File: config.mk
export PLATFORM = sky130hd
export DESIGN_NAME = rr_arb4_mux_flat
export DESIGN_NICKNAME = d
export VERILOG_FILES = /design/src/rtl/rr_arb4_mux_if.sv /design/src/rtl/rr_arb4_mux.sv /design/src/flat_wrapper.sv
export SDC_FILE = /design/constraint.sdc
export NUM_CORES = 1
export LEC_CHECK = 0
export ABC_AREA = 1
export CORE_ASPECT_RATIO = 1.1
export CORE_UTILIZATION = 42
export CTS_CLUSTER_DIAMETER = 30
export DETAILED_ROUTE_END_ITERATION = 16
export HOLD_SLACK_MARGIN = 0.05
export MAX_ROUTING_LAYER = met4
export PLACE_DENSITY = 0.77
export SETUP_SLACK_MARGIN = 0.5
export SYNTH_ARGS = -nofsm -noshare
export SYNTH_HDL_FRONTEND = slang
export SYNTH_SLANG_ARGS = --single-unit
File: constraint.sdc
create_clock -name Clk -period 1.86 [get_ports Clk]
set_input_delay 0.372 -clock Clk [delete_from_list [all_inputs] [get_ports Clk]]
set_output_delay 0.372 -clock Clk [all_outputs]
set_load 0.03 [all_outputs]
File: src/rtl/rr_arb4_mux_if.sv
// Bundle of request, data and grant signals between the four requesters and rr_arb4_mux.
// Lock exists only when RR_ARB4_LOCK_EN is defined.

// Handshake: a requester raises Req[i] and keeps it high for as long as it wants the mux.
// Gnt[i] is the arbiter's acknowledgement. Mux_out is meaningful only in cycles where Out_valid is high.
// Dropping Req[i] releases the mux. There is no back-pressure on Mux_out.
interface rr_arb4_mux_if #(
   parameter int DATA_W = 8
);
   logic [3:0]        Req;
   logic [DATA_W-1:0] Data_a;
   logic [DATA_W-1:0] Data_b;
   logic [DATA_W-1:0] Data_c;
   logic [DATA_W-1:0] Data_d;
   logic [3:0]        Gnt;
   logic [1:0]        Sel;
   logic [DATA_W-1:0] Mux_out;
   logic              Out_valid;
   logic              State_dbg;
`ifdef RR_ARB4_LOCK_EN
   logic              Lock;

   modport master (
      output Req, Data_a, Data_b, Data_c, Data_d, Lock,
      input  Gnt, Sel, Mux_out, Out_valid, State_dbg
   );
   modport slave (
      input  Req, Data_a, Data_b, Data_c, Data_d, Lock,
      output Gnt, Sel, Mux_out, Out_valid, State_dbg
   );
`else
   modport master (
      output Req, Data_a, Data_b, Data_c, Data_d,
      input  Gnt, Sel, Mux_out, Out_valid, State_dbg
   );
   modport slave (
      input  Req, Data_a, Data_b, Data_c, Data_d,
      output Gnt, Sel, Mux_out, Out_valid, State_dbg
   );
`endif
endinterface

File: src/rtl/rr_arb4_mux.sv
// Four-way round-robin arbiter that drives the select of a registered 4:1 data mux.
// Optional RR_ARB4_LOCK_EN adds a Lock input that suppresses the forced release.
module rr_arb4_mux #(
   parameter int DATA_W   = 8,
   parameter int MAX_HOLD = 15
) (
   input  logic              Clk,
   input  logic              Rst_n,
   rr_arb4_mux_if.slave      bus
);

   typedef enum logic {
      IDLE  = 1'b0,
      GRANT = 1'b1
   } state_e;

   localparam logic [7:0] HOLD_LAST = 8'(MAX_HOLD - 1);

   state_e            state_q, state_d;
   logic [3:0]        gnt_q, gnt_d;
   logic [1:0]        sel_q, sel_d;
   logic [1:0]        ptr_q, ptr_d;
   logic [7:0]        hold_q, hold_d;
   logic [DATA_W-1:0] mux_out_q, mux_out_d;
   logic              out_valid_q, out_valid_d;

   logic [1:0]        win_idx;
   logic              win_found;
   logic [1:0]        cand;
   logic              others_pending;
   logic              lock_active;

`ifdef RR_ARB4_LOCK_EN
   assign lock_active = bus.Lock;
`else
   assign lock_active = 1'b0;
`endif

   // First requester at or after ptr, wrapping modulo 4.
   always_comb begin
      win_idx   = ptr_q;
      win_found = 1'b0;
      cand      = ptr_q;
      for (int i = 0; i < 4; i++) begin
         cand = ptr_q + 2'(i);
         if (!win_found && bus.Req[cand]) begin
            win_idx   = cand;
            win_found = 1'b1;
         end
      end
   end

   assign others_pending = |(bus.Req & ~(4'b0001 << sel_q));

   always_comb begin
      state_d = state_q;
      gnt_d   = gnt_q;
      sel_d   = sel_q;
      ptr_d   = ptr_q;
      hold_d  = hold_q;

      case (state_q)
         IDLE: begin
            gnt_d = 4'b0000;
            if (win_found) begin
               gnt_d   = 4'b0001 << win_idx;
               sel_d   = win_idx;
               hold_d  = 8'd0;
               state_d = GRANT;
            end
         end
         GRANT: begin
            if (!bus.Req[sel_q] ||
                (others_pending && (hold_q == HOLD_LAST) && !lock_active)) begin
               gnt_d   = 4'b0000;
               ptr_d   = sel_q + 2'd1;
               state_d = IDLE;
            end else if (hold_q != HOLD_LAST) begin
               hold_d = hold_q + 8'd1;
            end
         end
         default: begin
            state_d = IDLE;
            gnt_d   = 4'b0000;
         end
      endcase
   end

   // Data path follows the registered select, so it lags the grant by one cycle.
   always_comb begin
      case (sel_q)
         2'd0:    mux_out_d = bus.Data_a;
         2'd1:    mux_out_d = bus.Data_b;
         2'd2:    mux_out_d = bus.Data_c;
         default: mux_out_d = bus.Data_d;
      endcase
      out_valid_d = (state_q == GRANT) && bus.Req[sel_q];
   end

   always_ff @(posedge Clk or negedge Rst_n) begin
      if (!Rst_n) begin
         state_q     <= IDLE;
         gnt_q       <= 4'b0000;
         sel_q       <= 2'd0;
         ptr_q       <= 2'd0;
         hold_q      <= 8'd0;
         mux_out_q   <= '0;
         out_valid_q <= 1'b0;
      end else begin
         state_q     <= state_d;
         gnt_q       <= gnt_d;
         sel_q       <= sel_d;
         ptr_q       <= ptr_d;
         hold_q      <= hold_d;
         mux_out_q   <= mux_out_d;
         out_valid_q <= out_valid_d;
      end
   end

   assign bus.Gnt       = gnt_q;
   assign bus.Sel       = sel_q;
   assign bus.Mux_out   = mux_out_q;
   assign bus.Out_valid = out_valid_q;
   assign bus.State_dbg = state_q;

endmodule

File: src/flat_wrapper.sv
// flat-port wrapper written by rule: the top's interface ports become plain ports
module rr_arb4_mux_flat 
#(
   parameter int DATA_W   = 8,
   parameter int MAX_HOLD = 15
)
  (Clk, Rst_n, bus_Req, bus_Data_a, bus_Data_b, bus_Data_c, bus_Data_d, bus_Gnt, bus_Sel, bus_Mux_out, bus_Out_valid, bus_State_dbg);
  rr_arb4_mux_if #(.DATA_W(DATA_W)) bus_i ();
  input  logic Clk;
  input  logic Rst_n;
  input wire logic [$bits(bus_i.Req)-1:0] bus_Req;
  input wire logic [$bits(bus_i.Data_a)-1:0] bus_Data_a;
  input wire logic [$bits(bus_i.Data_b)-1:0] bus_Data_b;
  input wire logic [$bits(bus_i.Data_c)-1:0] bus_Data_c;
  input wire logic [$bits(bus_i.Data_d)-1:0] bus_Data_d;
  output wire logic [$bits(bus_i.Gnt)-1:0] bus_Gnt;
  output wire logic [$bits(bus_i.Sel)-1:0] bus_Sel;
  output wire logic [$bits(bus_i.Mux_out)-1:0] bus_Mux_out;
  output wire logic [$bits(bus_i.Out_valid)-1:0] bus_Out_valid;
  output wire logic [$bits(bus_i.State_dbg)-1:0] bus_State_dbg;
  assign bus_i.Req = bus_Req;
  assign bus_i.Data_a = bus_Data_a;
  assign bus_i.Data_b = bus_Data_b;
  assign bus_i.Data_c = bus_Data_c;
  assign bus_i.Data_d = bus_Data_d;
  assign bus_Gnt = bus_i.Gnt;
  assign bus_Sel = bus_i.Sel;
  assign bus_Mux_out = bus_i.Mux_out;
  assign bus_Out_valid = bus_i.Out_valid;
  assign bus_State_dbg = bus_i.State_dbg;
  rr_arb4_mux #(.DATA_W(DATA_W), .MAX_HOLD(MAX_HOLD)) u_core (.Clk(Clk), .Rst_n(Rst_n), .bus(bus_i));
endmodule
Yosys cells after proc, flatten, opt, wreduce, memory -nomap -nowiden
Index checks and enable logic that the tools add are counted.
{"block": "totals", "ff_bits": 26, "input_bits": 38, "word_cells": 73}
{"block": "classes", "add_sub_neg": 5, "n_lt_le_gt_ge": 5, "n_eq_ne": 8, "n_shift": 2, "mux": 28, "bitwise": 3, "n_reduce_logical": 15}
{"op": "$mux 8", "n": 3}
{"op": "$pmux 8 s3", "n": 1}
{"op": "$pmux 8 s2", "n": 1}
{"op": "$lt 2x3->1 const B", "n": 5}
{"op": "$mux 1", "n": 11}
{"op": "$bmux 1 s2", "n": 5}
{"op": "$add 8x1->8 const B", "n": 1}
{"op": "$eq 8x4->1 const B", "n": 1}
{"op": "$mux 4", "n": 2}
{"op": "$ne 8x4->1 const B", "n": 1}
{"op": "$pmux 4 s2", "n": 1}
{"op": "$shl 1x2->4 const A", "n": 2}
{"op": "$mux 2", "n": 3}
{"op": "$ne 2x2->1 const B", "n": 3}
{"op": "$logic_and 1x1->1", "n": 5}
{"op": "$add 2x1->2 const B", "n": 2}
{"op": "$add 2x2->2 const B", "n": 2}
{"op": "$and 4x4->4", "n": 1}
{"op": "$logic_not 1->1", "n": 4}
{"op": "$not 4->4", "n": 1}
{"op": "$reduce_and 2->1", "n": 2}
{"op": "$reduce_or 4->1", "n": 1}
{"op": "$reduce_and 3->1", "n": 1}
{"op": "$eq 2x1->1 const B", "n": 1}
{"op": "other kinds (6)", "n": 6}

Depth between registers and ports, before layout
Gate-level depths: netlist of run 1.
{"block": "logic_depth", "ltp_word": 15, "mapped_depth": 14}

Worst setup path before layout of run 1
No wires, ideal clock.
{"block": "synth_timing", "kind": "reg2reg", "from": "register u_core.sel_q[0] (netlist: u_core.bus.Sel[0])", "to": "register u_core.hold_q[7]", "setup_ns": 0.119, "arrival_ns": 1.858, "required_time_ns": 1.741, "path_slack_ns": -0.117, "path_stages_with_launch": 11, "period_less_slack_ns": 1.977, "cell_sequence": "dfrtp_1 -> inv_1 -> ha_1 -> clkbuf_1 -> o22ai_1 -> o21ai_0 -> nand2_1 -> nand2_8 -> nand2_4 -> nand2_1 -> nand2_1"}
{"block": "synth_via", "elab_chain_cells": 8, "elab_cells_between_ends": 11, "classes_between": "eq/ne (1); shift (1); mux (2); bitwise (2); reduce/logical (5)"}
{"element": "start, declared", "line_no": "rr_arb4_mux.sv:21", "text": "logic [1:0] sel_q, sel_d;"}
{"element": "start signal, assigned", "line_no": "rr_arb4_mux.sv:112", "text": "sel_q <= sel_d;"}
{"element": "$shl 1x2->4", "line_no": "rr_arb4_mux.sv:53", "text": "assign others_pending = |(bus.Req & ~(4'b0001 << sel_q));"}
{"element": "$not 4->4", "line_no": "rr_arb4_mux.sv:53"}
{"element": "$and 4x4->4", "line_no": "rr_arb4_mux.sv:53"}
{"element": "$reduce_or 4->1", "line_no": "rr_arb4_mux.sv:53"}
{"element": "$logic_and 1x1->1", "line_no": "rr_arb4_mux.sv:74", "text": "(others_pending && (hold_q == HOLD_LAST) && !lock_active)) begin"}
{"element": "$logic_or 1x1->1 (*)", "line_no": "rr_arb4_mux.sv:73", "text": "if (!bus.Req[sel_q] ||"}
{"element": "$ne 2x2->1 (no line) (*)"}
{"element": "$reduce_and 3->1 (no line) (*)"}
{"element": "end signal, assigned", "line_no": "rr_arb4_mux.sv:114", "text": "hold_q <= hold_d;"}
{"element": "end, declared", "line_no": "rr_arb4_mux.sv:23", "text": "logic [7:0] hold_q, hold_d;"}
Mark *: on every way between the ends. The rest lies on a longest branch, timed or not. The select of a mux whose other input is x is not followed.
A chain may end at the register's enable or synchronous reset.

Worst setup path after layout of run 1
{"block": "layout_timing", "from": "register u_core.ptr_q[0]", "to": "register u_core.gnt_q[0] (netlist: u_core.bus.Gnt[0])"}
{"block": "layout_via", "elab_chain_cells": 15, "elab_cells_between_ends": 27, "classes_between": "add/sub (3); shift (1); mux (17); reduce/logical (6)"}
{"element": "start, declared", "line_no": "rr_arb4_mux.sv:22", "text": "logic [1:0] ptr_q, ptr_d;"}
{"element": "start signal, assigned", "line_no": "rr_arb4_mux.sv:113", "text": "ptr_q <= ptr_d;"}
{"element": "branches (longest 13 deep; another with $add 2x1->2)"}
{"element": "$mux 4 (*)", "line_no": "rr_arb4_mux.sv:65", "text": "if (win_found) begin"}
{"element": "$pmux 4 s2 (*)", "line_no": "rr_arb4_mux.sv:62", "text": "case (state_q)"}
{"element": "end signal, assigned", "line_no": "rr_arb4_mux.sv:111", "text": "gnt_q <= gnt_d;"}
{"element": "end, declared", "line_no": "rr_arb4_mux.sv:20", "text": "logic [3:0] gnt_q, gnt_d;"}
Every way passes the cells marked *. The select of a mux whose other input is x is not followed.

==> results of run 1 <==
==> synth_stat cells <==
| library cell | count |
|---|---|
| xnor2_1 | 2 |
| ha_1 | 6 |
| xor2_1 | 4 |
| nor2_2 | 1 |
| inv_2 | 2 |
| nor2_1 | 15 |
| a21oi_1 | 12 |
| o22ai_1 | 2 |
| nand2_8 | 1 |
| nand2_1 | 98 |
| nand3_2 | 1 |
| a22o_1 | 8 |
| nand2_4 | 3 |
| clkbuf_1 | 4 |
| nand3_1 | 28 |
| buf_4 | 2 |
| buf_6 | 1 |
| nor2_4 | 1 |
| dfrtp_1 | 26 |
| nand2_2 | 4 |
| clkinv_1 | 1 |
| inv_1 | 12 |
| nand4_1 | 4 |
| nand3b_1 | 1 |
| nand4_2 | 1 |
| o21ai_0 | 12 |
==> flip-flops by register name (all words and copies together) (netlist names) <==
register and count:
u_core.bus.Mux_out 8, u_core.hold_q 8, u_core.bus.Gnt 4, u_core.bus.Sel 2
u_core.ptr_q 2, u_core.bus.Out_valid 1, u_core.bus.State_dbg 1
==> cell families after synthesis <==
kind of cell | after synthesis | share of synthesized area, %
simple gates | 158 | 39.9
buf+inv | 22 | 5.44
xor+xnor | 6 | 2.93
flops | 26 | 36.3
fa+ha+maj | 6 | 4.18
compound gates | 34 | 11.3
==> layout make-up <==
| type | count | area, um2 |
|---|---|---|
| clock buffers | 3 | 41.3 |
| repair buffers | 94 | 818 |
| flip-flops and latches | 26 | 656 |
| inverters | 15 | 68.8 |
| repair inverters | 1 | 5.00 |
| clock inverters | 1 | 30.0 |
| well taps | 52 | 65.1 |
| multi-input cells | 205 | 1310 |
| fillers | 295 | 1030 |
==> power breakdown <==
group,switching [mW],internal [mW]
Sequential,0.185,0.780
Combinational,2.27,1.60
Clock,0.189,0.288
Total,2.64,2.67
==> worst paths after layout <==
| path | from | endpoint | slack, ns | cells past startpoint |
|---|---|---|---|---|
| max in group asynchronous | Rst_n | u_core.ptr_q[1]$_DFFE_PN0P_ | 1.11 | 2 |
| hold reg to reg | u_core.bus.Gnt[3]$_DFFE_PN0P_ | u_core.bus.Gnt[3]$_DFFE_PN0P_ | 0.49 | 2 |
| hold / removal | Rst_n | u_core.bus.Mux_out[2]$_DFF_PN0_ | 0.48 | 2 |
| setup reg to reg | u_core.ptr_q[0]$_DFFE_PN0P_ | u_core.bus.Gnt[0]$_DFFE_PN0P_ | 0.18 | 12 |
| setup / recovery | u_core.ptr_q[0]$_DFFE_PN0P_ | u_core.bus.Gnt[0]$_DFFE_PN0P_ | 0.18 | 12 |
| min in group Clk | u_core.bus.Gnt[3]$_DFFE_PN0P_ | u_core.bus.Gnt[3]$_DFFE_PN0P_ | 0.49 | 2 |
==> worst max-delay path, cell delays in order, from the launching register on <==
cell and delay, ns:
dfrtp_2 0.47, buf_6 0.16, nand2_1 0.10, nand3_2 0.11, nand2_4 0.15, nand2_2 0.10
nand2_1 0.08, nand2_1 0.07, nand2_1 0.08, nand2_1 0.06, nor2_2 0.13, nand2_1 0.07
nand2_1 0.06
==> metrics by stage <==
stage                     cells  TNS [ns]  setup slack (ns)  hold WS (ns)
after floorplan             252         0             0.251        0.0764
after global placement      363     -1.01            -0.102         0.468
after detailed placement    363     -1.66            -0.161         0.464
after CTS                   389         0             0.235         0.489
after global routing        397         0             0.109         0.502
final                       397         0             0.177         0.476
==> timing repair <==
action                                  CTS  global route
gates resized for setup                  98            49
pin swaps                                26            11
endpoints found under the setup margin   41            35
cloned                                    2             1
setup buffers                            20             7
hold buffers                              0             0
==> per-layer routing <==
metal	up-vias	share of wire (%)	global-route usage [%]	wire length, um
met5	-	0	-	0
met2	86	55	46.5	3300
li1	1015	-	-	-
met4	0	3.2	11.9	191
met1	999	38	28.2	2260
met3	20	4.2	2.42	250
==> metrics.yaml, run 1 <==
status: "finished clean"
worst_ep_required_time_ns: 2.08
pin_count: 54
crit_fanout: 7
grt_usage_pct: 25.8
final_cell_mix: "nand2_1 (70), buf_4 (37), clkdlybuf4s50_1 (33), nand2_2 (23)"
fp.dieH_um: 70.6
antennaDiodeCount: 0
ys_warn_count: 0
antenna_found_initial: 0
htreeDepth: 1
syn_inst: 252
clock_latency_ns: 0.27
power_mw: 5.31
ir_drop_mv: 1.17
die-area_um2: 4540
fin_util_pct: 74.5
end_kind: "flip-flop"
slew_headroom_pct: 77.7
crit_path_start_kind: "flip-flop"
drive_gt1_share_pct: 39.4
cts_tree: "yes"
yosys_register_bits: 26
syn_area_per_cell_um2: 7.12
first_pass_iters: 4
worst_ep_arrival_time_ns: 1.90
cts.clk_slew.worst_paths_ns: 0.10
ys_types: 26
place.gp.congestion: 0.866
maxCapViolations: 0
wirelength_um: 6010
synth_fp_nets: 296
setup_viol: 0
synth_area_leaders: "dfrtp_1 (36%), nand2_1 (21%), nand3_1 (7.8%)"
ant_nets: 0
synth_top_cell_by_area: "dfrtp_1"
via_per_inst: 5.34
drc: 0
grt-ovfl-total: 0
num_rows: 24
rsz0062_at_grt: "yes"
final.min_clock_period_ns: 1.68
port_buffers: 53
grt_pass1_wl_um: 8910
syn_area_um2: 1790
post-route-cell-area_um2: 3000
maxSlewViolCount: 0
dpl.hpwl_um: 3500
critPathKind: "flip-flop to flip-flop"
cts.sink_count: 26
worst_pin_slew_ns: 0.335
cts_root_buffer: "clkbuf_8"
core_area_um2: 4020
vias: 2120
finalCritPeriodShare_pct: 90.5
hp-class: "primary input to asynchronous set/reset pin"
nets: 390
leakagePower_nw: 1.46
p_per_area_nw_per_um2: 1770
first_global_vias: 1993
synth.top_cell.area_share_pct: 36.3
fmax_mhz: 594
cts_buffers: 3
final_common_cell: "nand2_1"
area_growth_pct: 67.0
fin_skew_ns: 0.00412
initial_core_util_pct: 44.6
grt_max_degree: 27
dr.first_iter.drc_count: 100
hold_viol: 0
wl_per_cell_um: 15.1
fp.dieW_um: 64.3
synth_seq_area_share_pct: 36.3
cts_buffer_depth: 2
postPlaceCellArea_um2: 2480
No activity file was read; power rests on OpenSTA's default activity.
==> run 2: changes to the inputs <==
--- a/config.mk
+++ b/config.mk
@@ -8,6 +8,7 @@
 export ABC_AREA = 1
 export CORE_ASPECT_RATIO = 1.1
 export CORE_UTILIZATION = 42
+export CTS_BUF_LIST = sky130_fd_sc_hd__clkbuf_8
 export CTS_CLUSTER_DIAMETER = 30
 export DETAILED_ROUTE_END_ITERATION = 16
 export HOLD_SLACK_MARGIN = 0.05
==> results of run 2 <==
Same layout as run 1: the final DEF is identical, and so are final timing and power.
